--- config.mk ---
export PLATFORM = sky130hd
export DESIGN_NAME = debounce_fsm
export DESIGN_NICKNAME = d
export VERILOG_FILES = /design/src/rtl/debounce_fsm.sv
export SDC_FILE = /design/constraint.sdc
export NUM_CORES = 1
export LEC_CHECK = 0
export BUFFER_PORTS_ARGS = -buffer_cell sky130_fd_sc_hd__buf_2
export CORE_ASPECT_RATIO = 1.75
export CORE_UTILIZATION = 50
export CTS_CLUSTER_SIZE = 30
export DETAILED_ROUTE_END_ITERATION = 10
export PLACE_DENSITY = 0.75
export SLEW_MARGIN = 20
export SYNTH_ARGS = -nofsm -noshare
export SYNTH_HDL_FRONTEND = slang
export SYNTH_SLANG_ARGS = --single-unit
--- constraint.sdc ---
create_clock -name i_clk -period 2.9 [get_ports i_clk]
set_input_delay 0.58 -clock i_clk [delete_from_list [all_inputs] [get_ports i_clk]]
set_output_delay 0.58 -clock i_clk [all_outputs]
set_load 0.1 [all_outputs]
--- src/rtl/debounce_fsm.sv ---
// Debouncer for a raw mechanical input: two-flop synchronizer, stability counter and
// a four-state Moore FSM whose clean level feeds the dual-edge detector.
module debounce_fsm #(
   parameter int STABLE_CYCLES = 1_000_000,
   parameter int CNT_W         = $clog2(STABLE_CYCLES + 1)
) (
   input  logic i_clk,
   input  logic i_rst_n,
   input  logic i_lvl,
   output logic o_db_lvl,
   output logic o_busy
);

   typedef enum logic [1:0] {
      ZERO  = 2'd0,
      WAIT1 = 2'd1,
      ONE   = 2'd2,
      WAIT0 = 2'd3
   } state_t;

   // Qualification ends when the counter reaches this value with the input still agreeing.
   localparam logic [CNT_W-1:0] CNT_LAST = CNT_W'(STABLE_CYCLES - 1);

   logic             r_sync1;
   logic             r_sync2;
   state_t           r_state;
   state_t           w_state_nxt;
   logic [CNT_W-1:0] r_cnt;
   logic [CNT_W-1:0] w_cnt_nxt;
   logic             w_s;

   assign w_s = r_sync2;

   // NOTE: non-blocking assignments so every flop samples pre-edge values; the
   // synchronizer stages would collapse into one flop with blocking assignments.
   always_ff @(posedge i_clk) begin
      if (!i_rst_n) begin
         r_sync1 <= 1'b0;
         r_sync2 <= 1'b0;
         r_cnt   <= '0;
         r_state <= ZERO;
      end else begin
         r_sync1 <= i_lvl;
         r_sync2 <= r_sync1;
         r_cnt   <= w_cnt_nxt;
         r_state <= w_state_nxt;
      end
   end

   // NOTE: every output of this block is defaulted first so no path can infer a latch.
   always_comb begin
      w_state_nxt = r_state;
      w_cnt_nxt   = r_cnt;
      unique case (r_state)
         ZERO: begin
            if (w_s) begin
               w_state_nxt = WAIT1;
               w_cnt_nxt   = '0;
            end
         end
         WAIT1: begin
            if (!w_s) begin
               w_state_nxt = ZERO;
            end else if (r_cnt == CNT_LAST) begin
               w_state_nxt = ONE;
            end else begin
               w_cnt_nxt = r_cnt + CNT_W'(1);
            end
         end
         ONE: begin
            if (!w_s) begin
               w_state_nxt = WAIT0;
               w_cnt_nxt   = '0;
            end
         end
         WAIT0: begin
            if (w_s) begin
               w_state_nxt = ONE;
            end else if (r_cnt == CNT_LAST) begin
               w_state_nxt = ZERO;
            end else begin
               w_cnt_nxt = r_cnt + CNT_W'(1);
            end
         end
         default: begin
            w_state_nxt = ZERO;
            w_cnt_nxt   = '0;
         end
      endcase
   end

   // Moore decode from the state register only, so o_db_lvl cannot glitch.
   always_comb begin
      o_db_lvl = (r_state == ONE) || (r_state == WAIT0);
      o_busy   = (r_state == WAIT1) || (r_state == WAIT0);
   end

endmodule
### After elaboration in Yosys (flattened, before gate mapping)

Cells that the tools add are included.

* shifts and indexed selects: 0
* reductions and logical operators: 5
* add/sub/neg operators: 1
* multiplexer cells: 13
* $lt $le $gt $ge: 0
* bitwise logic cells: 0
* eq/ne operators: 10
* divide/modulo/power cells: 0
* $mul: 0

Operators by type and width (count)
* 20-bit 2-to-1 mux: 5
* 20-bit case mux with 4 select lines: 1
* 20-bit by 1-bit adder with 20-bit output (second input constant): 1
* 20-bit == test (second input constant): 1
* 2-bit 2-to-1 mux: 6
* 2-bit != test (second input constant): 4
* 2-bit case mux with 4 select lines: 1
* 4-bit AND reduction: 2
* 3-bit != test (second input constant): 2
* 2-bit == test (second input constant): 2
* 2-bit by 1-bit == test with 1-bit output (second input constant): 1
* 2-bit zero test: 1
* 1-bit logical OR: 2

* memories kept: 0
* output and inout bits: 2
* register bits: 24
* memory bits (writable): 0
* bits in latches: 0
* input port bits: 3
* ROM bits: 0

### Longest topological paths before layout

* depth after elaboration: 4
* depth in mapped cells: 7
* depth with buffers taken out: 6

### Worst setup path before layout

Ideal clock, no wire load.

* kind: register to output
* from: register with a tool-made name
* to: output port o_db_lvl
* arrival time: 1222 ps
* slack: 1098 ps
* data required time: 2320 ps
* stages on the path, launching flop included: 2
* cell sequence: dfxtp_1 clkbuf_1

RTL lines
* end: declaration: RTL line 10 `output logic o_db_lvl,`

### Final worst setup path

* from: register r_cnt[0]
* to: register r_cnt[12]

* cells in the longest elaborated chain, start to end: 4

Ends and longest elaborated chain
* start: declaration: RTL line 28 `logic [CNT_W-1:0] r_cnt;`
* start signal: assignment: RTL line 45 `r_cnt <= w_cnt_nxt;`
* 20-bit by 1-bit adder with 20-bit output / 20-bit == test (equally long branches)
* 20-bit 2-to-1 mux *: RTL line 64, 79
* 20-bit 2-to-1 mux (on tied branches): RTL line 77, 62
* 20-bit case mux with 4 select lines *: RTL line 54 `unique case (r_state)`

Mark *: on every way between the ends. The rest lies on a longest branch, timed or not. The select of a mux whose other input is x is not followed.
A chain may end at the register's enable or synchronous reset.

==> results by group <==
STA
  • Max Clk Rate: 490 MHz
  • Clock Skews: 8.77 ps
  • Final setup vio count: 0
  • Total Neg Setup Slack: 0 ps
  • RSZ-0062 raised after global routing: no
  • Slew Viols, Final: 0
  • Least-Margin Pin Slew: 485 ps
  • Fin crit share: 70.3%
  • Final Hold Fails: 0
  • Final WS setup: 860 ps
  • Slew HR: 67.9%
  • Minimum clock period: 2040 ps
  • Hold Worst Slack: 448 ps

CTS
  • Clock transition at the registers of the reported paths: 90 ps
  • CTS Buffer Depth: 2
  • Root Buffer: clkbuf_8
  • Hold-fix buffers, CTS: 0
  • H-tree depth: 1
  • Post-CTS Setup Inserts: 0
  • Clk sinks: 24
  • CTS tree: yes
  • Total CTS buffers: 3
  • Skew-Pair Late Insertion Delay: 270 ps
  • Cts repair resizes: 0

Synth
  • Sequential share of the synthesized area: 39.5%
  • Synthesized instance count: 148
  • Cell variety after synth: 38
  • Syn Area/Cell: 8.23 µm²
  • Count of state elements after synthesis: 24
  • Synth Warn #: 0
  • Post-Synthesis Net Count: 152
  • Synthesized area: 1220 µm²

Global routing
  • GR Util All Layers: 25.7%
  • Largest net degree at the start of global routing: 17
  • Total grt overflow: 0
  • Number of global-route vias before repair: 1,073
  • Initial antenna violation count: 0
  • First-pass GRT wire length: 4760 µm

Power
  • Overall Power: 0.652 mW
  • PD cells: 492 nW/µm²
  • Lkg Pwr: 0.494 nW
  • Peak supply drop: 0.000477 V

Placed design
  • Setup Slack @ Placement: 937 ps
  • DP Area: 1250 µm²
  • DP Wirelength: 1980 µm
  • Dpl cells: 172
  • PortBufs: 4
  • Routability-driven placement congestion ratio: 0.804

Worst hold path
  • Worst Hold Launch: r_sync1
  • Hold Path Stages: 1
  • Hold Crit Class: reg -> reg
  • Hold EP: r_sync2

Worst setup path
  • Worst R2R Setup Slack: 860 ps
  • Worst EP required: 3100 ps
  • Worst setup SP type: register
  • RR Startpoint: r_cnt[0]
  • R2R depth: 5
  • RR Endpoint: r_cnt[12]
  • Crit end category: register
  • WP data arrival: 2240 ps
  • CP Max Fanout: 12
  • Setup Crit Path Kind: reg -> reg

Routing
  • Routed WL: 2750 µm
  • DR vias: 1,102
  • Iter 0 DRT Violations: 45
  • Wire per inst: 15.6 µm
  • Drt first pass iters: 4
  • Antenna viol nets, final: 0
  • Vias per cell: 6.26
  • Remaining DRCs: 0

Die
  • Core area: 2300 µm²
  • Die H: 67.3 µm
  • Die width: 39.3 µm
  • Starting utilization of the core area: 52.9%
  • Row cnt: 23
  • Die area: 2640 µm²
  • # IOs: 5

Finish
  • Area grow syn2layout: 8.94%
  • Layout Nets: 156
  • Final Instance Area: 1330 µm²
  • Non-Filler Instances: 176
  • Fin util: 57.6%
  • Antenna cells: 0
  • Share of layout cells above drive strength 1: 10.6%

Status
  • Outcome: finished, final reports clean

Run
  • Total of max-cap violations: 0
## layout by cell type, fill, tap and decap left out, types with 4 or more instances in the layout
master	netlist	layout
dfxtp_1	24	24
nand2_1	15	15
nor2_1	11	11
o21ai_0	10	10
a21oi_1	9	9
nand3_1	9	9
nand4_1	7	7
or3_1	7	7
or4_1	5	5
nor4_1	4	4
xor2_1	4	4
buf_2	1	4
## cell usage after synthesis
library cell / instances / area [µm²]
buf_2: 1 / 5.00
nor3_1: 1 / 5.00
nor3_4: 1 / 16.3
o31ai_1: 3 / 22.5
clkbuf_2: 1 / 5.00
or4_1: 5 / 37.5
nand4_2: 1 / 12.5
and4_2: 2 / 20.0
or4_2: 1 / 8.76
o211ai_1: 3 / 22.5
ha_1: 1 / 12.5
o211a_1: 3 / 30.0
o21ai_1: 1 / 5.00
inv_1: 3 / 11.3
a31oi_1: 1 / 6.26
nor3b_1: 1 / 7.51
and2_1: 3 / 18.8
a22oi_1: 1 / 7.51
nand4_1: 7 / 43.8
and3_1: 2 / 12.5
mux2i_1: 1 / 10.0
a21oi_1: 9 / 45.0
nand2_1: 15 / 56.3
nor4_1: 4 / 25.0
nand3_1: 9 / 45.0
o21ai_0: 10 / 50.1
or3b_1: 1 / 8.76
nand4b_1: 1 / 8.76
nand2b_1: 1 / 6.26
clkbuf_1: 5 / 18.8
nor2_1: 11 / 41.3
o31a_1: 1 / 8.76
o21a_1: 1 / 7.51
buf_4: 1 / 7.51
dfxtp_1: 24 / 480
or3_1: 7 / 43.8
xor2_1: 4 / 35.0
xnor2_1: 1 / 8.76
## how the worst max path moves through the flow
stage,startpoint,to,slack [ps],cells after the start
finish,r_cnt[0],r_cnt[12],860,5
global route,r_cnt[0],r_cnt[12],740,5
CTS,r_cnt[0],r_cnt[12],870,5
detailed placement,r_cnt[0],r_cnt[12],940,5
global placement,r_cnt[0],r_cnt[12],1010,5
floorplan,register,o_db_lvl,1100,1
## layer usage
metal	global-route usage, %	routed length, µm	share of wire [%]
met5	0	0	0
met4	10.3	49	1.8
met3	2.96	60	2.2
met2	46.3	1570	57
met1	29.3	1070	39
## registers in the layout, indices dropped and copies added (netlist names), named ones only
register / count
r_sync2: 1
r_cnt: 20
r_state: 1
r_sync1: 1
## power breakdown
| part | leakage, nW | switching [mW] | internal, mW |
|---|---|---|---|
| clock network | 0.0357 | 0.110 | 0.185 |
| logic | 0.265 | 0.0184 | 0.00641 |
| registers | 0.194 | 0.00147 | 0.331 |
| total | 0.494 | 0.130 | 0.522 |
## critical path: stages, from the launching register on
cell     delay, ps
dfxtp_1        420
ha_1           240
inv_1           80
or3_1          540
or4_1          540
a21oi_1        150
## cell families after synthesis
group           count (synthesis)  synth area share, %
simple gates                   73                 34.3
buf+inv                        11                 3.90
mux                             1                0.822
fa+ha+maj                       1                 1.03
flops                          24                 39.5
xor+xnor                        5                 3.60
compound gates                 33                 16.9
## cell type report
type	instances	area (µm²)
Clock inverter	1	30.0
Fill cell	222	976
Multi-Input combinational cell	113	689
Tap cell	25	31.3
Inverter	3	11.3
Timing Repair Buffer	7	42.5
Clock buffer	3	41.3
Sequential cell	24	480
Note: power is estimated with default switching activity, not from simulation.
